### src/rtl/dcache_pkg.sv
// rtl/dcache_pkg.sv - shared types and helpers for the direct-mapped write-through data cache
package dcache_pkg;

    typedef enum logic {
        IDLE = 1'b0,
        FILL = 1'b1
    } state_t;

    function automatic int index_w(input int sets);
        return $clog2(sets);
    endfunction

    function automatic int tag_w(input int a_width, input int sets);
        return a_width - $clog2(sets) - 2;
    endfunction

    // Lanes with be set take new_word, the rest keep old_word
    function automatic logic [31:0] byte_merge(input logic [31:0] old_word,
                                               input logic [31:0] new_word,
                                               input logic [3:0]  be);
        logic [31:0] w;
        w = old_word;
        for (int i = 0; i < 4; i++) begin
            if (be[i]) begin
                w[8*i +: 8] = new_word[8*i +: 8];
            end
        end
        return w;
    endfunction

endpackage

### src/rtl/data_cache_if.sv
// rtl/data_cache_if.sv - CPU request/response and data-memory signals of the data cache
interface data_cache_if #(
    parameter int A_WIDTH = 28
);
    logic               req_valid;
    logic               req_we;
    logic [A_WIDTH-1:0] req_addr;
    logic [3:0]         req_be;
    logic [31:0]        req_wd;
    logic [31:0]        rd_data;
    logic               stall;

    logic [A_WIDTH-1:0] mem_a;
    logic               mem_we;
    logic [31:0]        mem_wd;
    logic [31:0]        mem_rd;

    // master: CPU plus memory side of the world; slave: the cache itself
    modport master (
        output req_valid, req_we, req_addr, req_be, req_wd,
        input  rd_data, stall,
        input  mem_a, mem_we, mem_wd,
        output mem_rd
    );

    modport slave (
        input  req_valid, req_we, req_addr, req_be, req_wd,
        output rd_data, stall,
        output mem_a, mem_we, mem_wd,
        input  mem_rd
    );

endinterface

### src/rtl/dcache_array.sv
// rtl/dcache_array.sv - tag/data/valid storage, one async read port and one write port
module dcache_array
    import dcache_pkg::*;
#(
    parameter int SETS  = 64,
    parameter int TAG_W = 20,
    localparam int IW   = index_w(SETS)
) (
    input  logic             CLK,
    input  logic             RST_N,
    input  logic [IW-1:0]    rd_index,
    output logic             rd_valid,
    output logic [TAG_W-1:0] rd_tag,
    output logic [31:0]      rd_word,
    input  logic             wr_en,
    input  logic [IW-1:0]    wr_index,
    input  logic [TAG_W-1:0] wr_tag,
    input  logic [31:0]      wr_word
);

    logic [SETS-1:0]  valid;
    logic [TAG_W-1:0] tags  [SETS];
    logic [31:0]      words [SETS];

    always_ff @(posedge CLK or negedge RST_N) begin
        if (!RST_N) begin
            valid <= '0;
        end else if (wr_en) begin
            valid[wr_index] <= 1'b1;
        end
    end

    // Tag and data contents are meaningless until valid is set, so no reset
    always_ff @(posedge CLK) begin
        if (wr_en) begin
            tags[wr_index]  <= wr_tag;
            words[wr_index] <= wr_word;
        end
    end

    assign rd_valid = valid[rd_index];
    assign rd_tag   = tags[rd_index];
    assign rd_word  = words[rd_index];

endmodule

### src/rtl/data_cache.sv
// rtl/data_cache.sv - direct-mapped, write-through, one-word-line data cache with hit/miss counters
module data_cache
    import dcache_pkg::*;
#(
    parameter int A_WIDTH = 28,
    parameter int SETS    = 64
) (
    input  logic          CLK,
    input  logic          RST_N,
    data_cache_if.slave   bus,
    output logic [31:0]   hit_cnt,
    output logic [31:0]   miss_cnt
);

    localparam int IW = index_w(SETS);
    localparam int TW = tag_w(A_WIDTH, SETS);

    state_t state, next_state;
    logic   retry;

    logic [IW-1:0] index;
    logic [TW-1:0] tag;
    logic          line_valid;
    logic [TW-1:0] line_tag;
    logic [31:0]   line_word;
    logic          hit;
    logic [31:0]   merged;

    logic          stall_c, mem_we_c, wr_en_c;
    logic [31:0]   mem_wd_c, wr_word_c;
    logic          hit_inc, miss_inc;

    assign index  = bus.req_addr[IW+1:2];
    assign tag    = bus.req_addr[A_WIDTH-1:IW+2];
    assign hit    = line_valid && (line_tag == tag);
    assign merged = byte_merge(line_word, bus.req_wd, bus.req_be);

    dcache_array #(
        .SETS  (SETS),
        .TAG_W (TW)
    ) u_array (
        .CLK      (CLK),
        .RST_N    (RST_N),
        .rd_index (index),
        .rd_valid (line_valid),
        .rd_tag   (line_tag),
        .rd_word  (line_word),
        .wr_en    (wr_en_c & RST_N),
        .wr_index (index),
        .wr_tag   (tag),
        .wr_word  (wr_word_c)
    );

    always_ff @(posedge CLK or negedge RST_N) begin
        if (!RST_N) begin
            state <= IDLE;
            retry <= 1'b0;
        end else begin
            state <= next_state;
            retry <= (state == FILL);
        end
    end

    always_comb begin
        next_state = state;
        stall_c    = 1'b0;
        mem_we_c   = 1'b0;
        mem_wd_c   = bus.req_wd;
        wr_en_c    = 1'b0;
        wr_word_c  = bus.req_wd;
        hit_inc    = 1'b0;
        miss_inc   = 1'b0;
        unique case (state)
            IDLE: begin
                if (bus.req_valid) begin
                    if (!bus.req_we) begin
                        if (hit) begin
                            hit_inc = 1'b1;
                        end else begin
                            miss_inc   = 1'b1;
                            stall_c    = 1'b1;
                            next_state = FILL;
                        end
                    end else if (bus.req_be == 4'h0) begin
                        hit_inc  = hit;
                        miss_inc = !hit;
                    end else if (hit) begin
                        hit_inc   = 1'b1;
                        wr_en_c   = 1'b1;
                        wr_word_c = merged;
                        mem_we_c  = 1'b1;
                        mem_wd_c  = merged;
                    end else if (bus.req_be == 4'hF) begin
                        // Full-word store needs no old data: allocate directly
                        miss_inc = 1'b1;
                        wr_en_c  = 1'b1;
                        mem_we_c = 1'b1;
                    end else begin
                        miss_inc   = 1'b1;
                        stall_c    = 1'b1;
                        next_state = FILL;
                    end
                end
            end
            FILL: begin
                stall_c    = 1'b1;
                wr_en_c    = 1'b1;
                wr_word_c  = bus.mem_rd;
                next_state = IDLE;
            end
        endcase
    end

    // The lookup right after a fill is the same access retried; it is not counted again
    always_ff @(posedge CLK or negedge RST_N) begin
        if (!RST_N) begin
            hit_cnt  <= '0;
            miss_cnt <= '0;
        end else if (!retry) begin
            if (hit_inc && (hit_cnt != 32'hFFFF_FFFF)) begin
                hit_cnt <= hit_cnt + 32'd1;
            end
            if (miss_inc && (miss_cnt != 32'hFFFF_FFFF)) begin
                miss_cnt <= miss_cnt + 32'd1;
            end
        end
    end

    assign bus.stall   = stall_c & RST_N;
    assign bus.mem_we  = mem_we_c & RST_N;
    assign bus.mem_wd  = mem_wd_c;
    assign bus.mem_a   = bus.req_addr & ~{{(A_WIDTH-2){1'b0}}, 2'b11};
    assign bus.rd_data = line_word;

endmodule
### src/flat_wrapper.sv
// flat-port wrapper written by rule: the top's interface ports become plain ports
module data_cache_flat import dcache_pkg::*;
#(
    parameter int A_WIDTH = 28,
    parameter int SETS    = 64
)
  (CLK, RST_N, hit_cnt, miss_cnt, bus_req_valid, bus_req_we, bus_req_addr, bus_req_be, bus_req_wd, bus_rd_data, bus_stall, bus_mem_a, bus_mem_we, bus_mem_wd, bus_mem_rd);
  data_cache_if #(.A_WIDTH(A_WIDTH)) bus_i ();
  input  logic CLK;
  input  logic RST_N;
  output logic [31:0] hit_cnt;
  output logic [31:0] miss_cnt;
  input wire logic [$bits(bus_i.req_valid)-1:0] bus_req_valid;
  input wire logic [$bits(bus_i.req_we)-1:0] bus_req_we;
  input wire logic [$bits(bus_i.req_addr)-1:0] bus_req_addr;
  input wire logic [$bits(bus_i.req_be)-1:0] bus_req_be;
  input wire logic [$bits(bus_i.req_wd)-1:0] bus_req_wd;
  output wire logic [$bits(bus_i.rd_data)-1:0] bus_rd_data;
  output wire logic [$bits(bus_i.stall)-1:0] bus_stall;
  output wire logic [$bits(bus_i.mem_a)-1:0] bus_mem_a;
  output wire logic [$bits(bus_i.mem_we)-1:0] bus_mem_we;
  output wire logic [$bits(bus_i.mem_wd)-1:0] bus_mem_wd;
  input wire logic [$bits(bus_i.mem_rd)-1:0] bus_mem_rd;
  assign bus_i.req_valid = bus_req_valid;
  assign bus_i.req_we = bus_req_we;
  assign bus_i.req_addr = bus_req_addr;
  assign bus_i.req_be = bus_req_be;
  assign bus_i.req_wd = bus_req_wd;
  assign bus_rd_data = bus_i.rd_data;
  assign bus_stall = bus_i.stall;
  assign bus_mem_a = bus_i.mem_a;
  assign bus_mem_we = bus_i.mem_we;
  assign bus_mem_wd = bus_i.mem_wd;
  assign bus_i.mem_rd = bus_mem_rd;
  data_cache #(.A_WIDTH(A_WIDTH), .SETS(SETS)) u_core (.CLK(CLK), .RST_N(RST_N), .bus(bus_i), .hit_cnt(hit_cnt), .miss_cnt(miss_cnt));
endmodule
### config.mk
export PLATFORM = sky130hd
export DESIGN_NAME = data_cache_flat
export DESIGN_NICKNAME = d
export VERILOG_FILES = /design/src/rtl/dcache_pkg.sv /design/src/rtl/data_cache_if.sv /design/src/rtl/dcache_array.sv /design/src/rtl/data_cache.sv /design/src/flat_wrapper.sv
export SDC_FILE = /design/constraint.sdc
export NUM_CORES = 2
export LEC_CHECK = 0
export CORE_UTILIZATION = 25
export DETAILED_ROUTE_END_ITERATION = 10
export PLACE_DENSITY = 0.45
export REMOVE_ABC_BUFFERS = 1
export SKIP_LAST_GASP = 1
export SYNTH_ARGS = -nofsm -noshare
export SYNTH_HDL_FRONTEND = slang
export SYNTH_SLANG_ARGS = --single-unit
### constraint.sdc
create_clock -name CLK -period 17.45 [get_ports CLK]
set_clock_uncertainty 0.1 [all_clocks]
set_input_delay 1.745 -clock CLK [delete_from_list [all_inputs] [get_ports CLK]]
set_output_delay 1.745 -clock CLK [all_outputs]
set_load 0.1 [all_outputs]
After elaboration in Yosys (flattened, before gate mapping)
Memory sizes are Yosys's and may differ from the RTL's.
Cells that the tools add are included.
- $add $sub $neg: 2
- multipliers: 0
- div/mod/pow operators: 0
- order comparisons: 2
- eq/ne operators: 4
- shift operators: 0
- multiplexer cells: 40
- bitwise gates (word level): 6
- reductions and logical operators: 8
- operators with widths (cell ; number):
    32-bit 2-to-1 mux ; 5
    32-bit by 1-bit adder with 32-bit output, second input constant ; 2
    32-bit inequality test, second input constant ; 2
    64-bit bitwise OR ; 1
    32-bit one-hot mux with 2 select lines ; 1
    8-bit 2-to-1 mux ; 4
    1-bit 2-to-1 mux ; 25
    20-bit equality test ; 1
    6-bit by 7-bit < comparator with 1-bit output, second input constant ; 1
    1-bit binary-select mux with 6-bit select ; 1
    1-bit demux with 6-bit select ; 1
    6-bit by 1-bit >= comparator with 1-bit output, second input constant ; 1
    1-bit one-hot mux with 2 select lines ; 3
    4-bit equality test, second input constant ; 1
    1-bit logical AND ; 4
    4-bit zero test ; 1
    2-bit AND reduction ; 2
    1-bit bitwise AND ; 3
    1-bit inverter ; 2
    1-bit zero test ; 1
- bits in registers: 130
- latch bits: 0
- RAM bits: 3328
- bits in read-only memories: 0
- input bits: 100
- output and inout bits: 158
- word-level logic and storage cells: 69
- memories: 2
- memory list (name ; depth ; bits a word ; read ports ; clocked after Yosys merged registers in ; write ports ; line ; RTL):
    u_core.u_array.words ; 64 ; 32 ; 1 ; 0 ; 1 ; dcache_array.sv:23 ; logic [31:0] words [SETS];
    u_core.u_array.tags ; 64 ; 20 ; 1 ; 0 ; 1 ; dcache_array.sv:22 ; logic [TAG_W-1:0] tags [SETS];

Logic depth before layout (Yosys ltp)
- word-level depth: 11
- mapped depth: 19
- depth with buffers taken out: 11

By module
From an unflattened synthesis, not the netlist that was laid out.
- cells, all modules: 6041
- area total of the unflattened synthesis: 133435.5 sq um
- by module, submodules not included (module ; times used ; cells an instance ; area an instance (sq um) ; seq. area each (sq um)):
    dcache_array ; 1 ; 5496 ; 128350.6 ; 101537.4
    data_cache ; 1 ; 545 ; 5084.9 ; 1651.6

Worst setup path after synthesis
Ideal clock, no wire load.
- path kind: in2reg
- from: input port bus_req_addr[3]
- to: memory u_core.u_array.words[0][27], data pin
- library setup time: 0.703 ns
- arrival: 9.107 ns
- data required time: 16.647 ns
- slack: 7.540 ns
- stages on the path: 15
- buffers on the path: 8
- cell sequence: buf_6 -> buf_6 -> buf_4 -> buf_4 -> nor3b_1 -> clkbuf_1 -> clkbuf_1 -> buf_1 -> buf_1 -> a22oi_1 -> nand4_1 -> a21oi_1 -> o21ai_0 -> mux2i_1 -> o21ai_0
- elaborated cells between the ends (all ways): 12
- those cells by class: eq/ne: 1; mux: 8; reduce/logical: 1; memory: 2
- RTL lines (item ; line ; RTL):
    from (decl) ; flat_wrapper.sv:15 ; input wire logic [$bits(bus_i.req_addr)-1:0] bus_req_addr;
    memory 64 x 32 bit ; -- ;
    named net bus_rd_data[27] ; flat_wrapper.sv:18 ; output wire logic [$bits(bus_i.rd_data)-1:0] bus_rd_data;
    8-bit 2-to-1 mux ; dcache_pkg.sv:24 ; if (be[i]) begin
    32-bit 2-to-1 mux ; data_cache.sv:87 ; end else if (hit) begin
    32-bit 2-to-1 mux ; data_cache.sv:84 ; end else if (bus.req_be == 4'h0) begin
    32-bit 2-to-1 mux ; data_cache.sv:76 ; if (!bus.req_we) begin
    32-bit 2-to-1 mux ; data_cache.sv:75 ; if (bus.req_valid) begin
    32-bit one-hot mux with 2 select lines ; data_cache.sv:73 ; unique case (state)
    named net u_core.u_array.wr_word[27] ; dcache_array.sv:18 ; input logic [31:0] wr_word
    to (decl) ; dcache_array.sv:23 ;
The timed path passes the listed nets, and every way through them passes these cells. The select of a mux whose other input is x is not followed.

Final worst setup path
- from: input port bus_req_addr[4]
- to: output port bus_mem_wd[18]
- longest elaborated chain between the ends: 8
- elaborated cells between the ends (all ways): 12
- those cells by class: eq/ne: 1; mux: 8; reduce/logical: 1; memory: 2
- ends and longest elaborated chain (item ; line ; RTL):
    memory 64 x 20 bit or 1-bit binary-select mux with 6-bit select (tied branches) ; -- ;
    20-bit equality test or 1-bit 2-to-1 mux (tied branches) ; data_cache.sv:35, dcache_array.sv:41 ;
    1-bit logical AND ; data_cache.sv:35 ; assign hit = line_valid && (line_tag == tag);
    32-bit 2-to-1 mux (*) ; data_cache.sv:87 ;
    32-bit 2-to-1 mux (*) ; data_cache.sv:84 ;
    32-bit 2-to-1 mux (*) ; data_cache.sv:76 ;
    32-bit 2-to-1 mux (*) ; data_cache.sv:75 ;
    32-bit 2-to-1 mux (*) ; data_cache.sv:73 ;
    to (decl) ; flat_wrapper.sv:22 ; output wire logic [$bits(bus_i.mem_wd)-1:0] bus_mem_wd;
Mark *: on every way between the ends. The rest lies on a longest branch, timed or not. The select of a mux whose other input is x is not followed.

==> flow_metrics.tcl <==
set metrics [dict create \
    status "completed" \
    dr.pass1.iters 6 \
    htreeDepth 5 \
    holdPathEnd "u_core.u_array.valid[30]$_DFFE_PN0P_" \
    coreArea_um2 525500 \
    yosysSeqAreaShare 0.7812 \
    slew_headroom 0.05147 \
    dp.cells 14430 \
    routed_wl_um 523400 \
    leakagePower_nw 49.17 \
    final_antenna_net_count 0 \
    yosys_warnings 0 \
    post-place-ws_ns 5.251 \
    min_path_type "reg2reg" \
    hold_viol 0 \
    post_drt_via_cell_ratio 5.238 \
    synth-edff-count 3328 \
    crit_path_start_kind "primary input" \
    dp_hpwl_um 278600 \
    cts_sinks 3458 \
    ys_ff_latch 3458 \
    cp_slowest_cell "nor2b_2" \
    hold_depth 1 \
    synth_ff_type "edfxtp_1" \
    cts_tree "done" \
    path_cells "buf_8 > buf_4 > buf_4 > nand2_2 > o32ai_1 > nor3_1 > o22ai_1 > nor4_2 > xnor2_1 > nor4_2 > nand4_2 > nor4_2 > buf_4 > nor2b_2 > buf_4 > mux2_1 > clkdlybuf4s50_1" \
    timing.final.crit_period_ns 12.19 \
    grt_pass1_wl_um 693200 \
    tightest_slew_ns 1.423 \
    busiest_layer "met2" \
    portBuffers 253 \
    final_common_cell "edfxtp_1" \
    met3_usage 0.03042 \
    grt_use_met1 0.2615 \
    grt_use_met2 0.3074 \
    crit_fanout 42 \
    ctsResizeCount 0 \
    r2r_slack_ns 10.04 \
    slowest_delay_ns 1.04 \
    numCtsBuffers 372 \
    p_per_area_nw_per_um2 116.7 \
    grt_max_degree 91 \
    initial_core_util 0.2514 \
    synthToLayoutAreaGrowth_pct 18.41 \
    cap_viol_max_count 0 \
    hold_start "u_core.u_array.valid[30]$_DFFE_PN0P_" \
    antenna_found_initial 36 \
    setup_viol 0 \
    grt.overflow.total 0 \
    nets 7937 \
    drc 0 \
    die_h_um 728.9 \
    rows 266 \
    grt_util_all_layers 0.1898 \
    cts_root_buffer "clkbuf_16" \
    syn_inst 7390 \
    fin_cells 15120 \
    utilization 0.2976 \
    die-area_um2 531300 \
    ir_drop_v 0.00007724 \
    layout_setup_ws_ns 5.259 \
    async_reset_ff_frac 0.03759 \
    fmax_ghz 0.08203 \
    layout_common_cells "edfxtp_1 (3328), a22oi_1 (499), mux2i_1 (393)" \
    ios 258 \
    rsz0062_at_grt "false" \
    power_mw 18.25 \
    timing.setup.tns_ns 0 \
    timing.final.crit_share 0.6986 \
    rr_worst_depth 12 \
    postCtsSetupRepairBufs 0 \
    crit_path_frequent_cell "buf_4" \
    grt_pass1_vias 76380 \
    drive_above_1_share 0.1610 \
    wl_per_cell_um 34.61 \
    clk-insertion-delay-late_ns 1.02 \
    dieWidth_um 728.9 \
    cp-end-kind "primary output" \
    cp_top_family "simple AND/OR/NAND/NOR gates" \
    crit_arrival_ns 10.35 \
    cp_num_buf_inv 6 \
    ys_types 78 \
    avgSynthCellArea_um2 17.87 \
    place.gp.congestion 0.7919 \
    clkTransAtPathRegs_ns 0.06 \
    slew_violations 0 \
    r2r_start "u_core.u_array.tags[37][2]$_DFFE_PP_" \
    r2r-end "u_core.u_array.words[0][0]$_DFFE_PP_" \
    clock_path_buffers 4 \
    cts_hold_buffers 0 \
    synth_area_um2 132100 \
    required_ns 15.60 \
    drtIter0Drc 10680 \
    vias 79220 \
    worstSetupPathType "in2out" \
]
-- worst max path at each step --
| stage | startpoint | to | slack, ns | cells after the start |
|---|---|---|---|---|
| after floorplan | bus_req_addr[2] | u_core.u_array.words[0][20]$_DFFE_PP_ | -1.63 | 10 |
| after global placement | bus_req_addr[4] | bus_mem_wd[16] | 5.29 | 17 |
| after detailed placement | bus_req_addr[4] | bus_mem_wd[18] | 5.25 | 17 |
| after CTS | bus_req_addr[4] | bus_mem_wd[18] | 5.22 | 17 |
| after global routing | bus_req_addr[4] | bus_mem_wd[21] | 4.89 | 17 |
| final | bus_req_addr[4] | bus_mem_wd[18] | 5.26 | 17 |
-- registers in the layout, summed over array words and instances, names as in the netlist --
register,count
u_core.miss_cnt,32
u_core.state,1
u_core.u_array.words,2048
u_core.hit_cnt,32
u_core.u_array.valid,64
u_core.retry,1
u_core.u_array.tags,1280
-- through the flow --
stage	hold slack, ns	instance area (um2)
floorplan	0.3275	129600
global placement	0.3417	144600
detailed placement	0.3509	144600
CTS	0.3658	156400
global route	0.3800	156400
finish	0.3678	156400
-- synthesized netlist by cell type, types with 119 or more instances --
| cell type | count | area (um2) |
|---|---|---|
| a221oi_1 | 308 | 2698 |
| mux2_2 | 155 | 1745 |
| a22o_1 | 153 | 1340 |
| clkbuf_1 | 264 | 991.0 |
| a21oi_1 | 192 | 960.9 |
| a31oi_1 | 119 | 744.5 |
| o22ai_1 | 148 | 925.9 |
| edfxtp_1 | 3328 | 99940 |
| a22oi_1 | 499 | 3746 |
| o21ai_0 | 142 | 710.7 |
| nor2_1 | 201 | 754.5 |
| mux2i_1 | 393 | 3934 |
| nand2_1 | 186 | 698.2 |
| dfrtp_1 | 130 | 3253 |
-- final cells by class --
class	instances	area, um2
Antenna cell	9	22.52
Clock buffer	462	9802
Clock inverter	222	1982
Fill cell	51360	369100
Inverter	41	161.4
Multi-Input combinational cell	3357	27290
Sequential cell	3458	103200
Tap cell	6968	8718
Timing Repair Buffer	605	5244
-- layer usage --
layer / vias up / share of wire
li1: 31530 / -
met1: 42720 / 0.42
met2: 4213 / 0.46
met3: 755 / 0.083
met4: 2 / 0.034
met5: - / 0.000025
-- power breakdown --
| part | total [mW] | switching, mW | leakage [nW] | internal [mW] |
|---|---|---|---|---|
| Sequential | 9.24 | 0.0245 | 31.7 | 9.21 |
| Clock | 7.75 | 3.38 | 5.76 | 4.37 |
| Combinational | 1.26 | 0.952 | 11.7 | 0.311 |
-- kinds of logic after synthesis --
group	share of synthesized area
mux	0.06132
simple gates	0.02851
other cells	0.00002839
flops	0.7812
buf+inv	0.02009
xor+xnor	0.005105
fa+ha+maj	0.0001894
compound gates	0.1036
(Power assumes the default switching activity.)
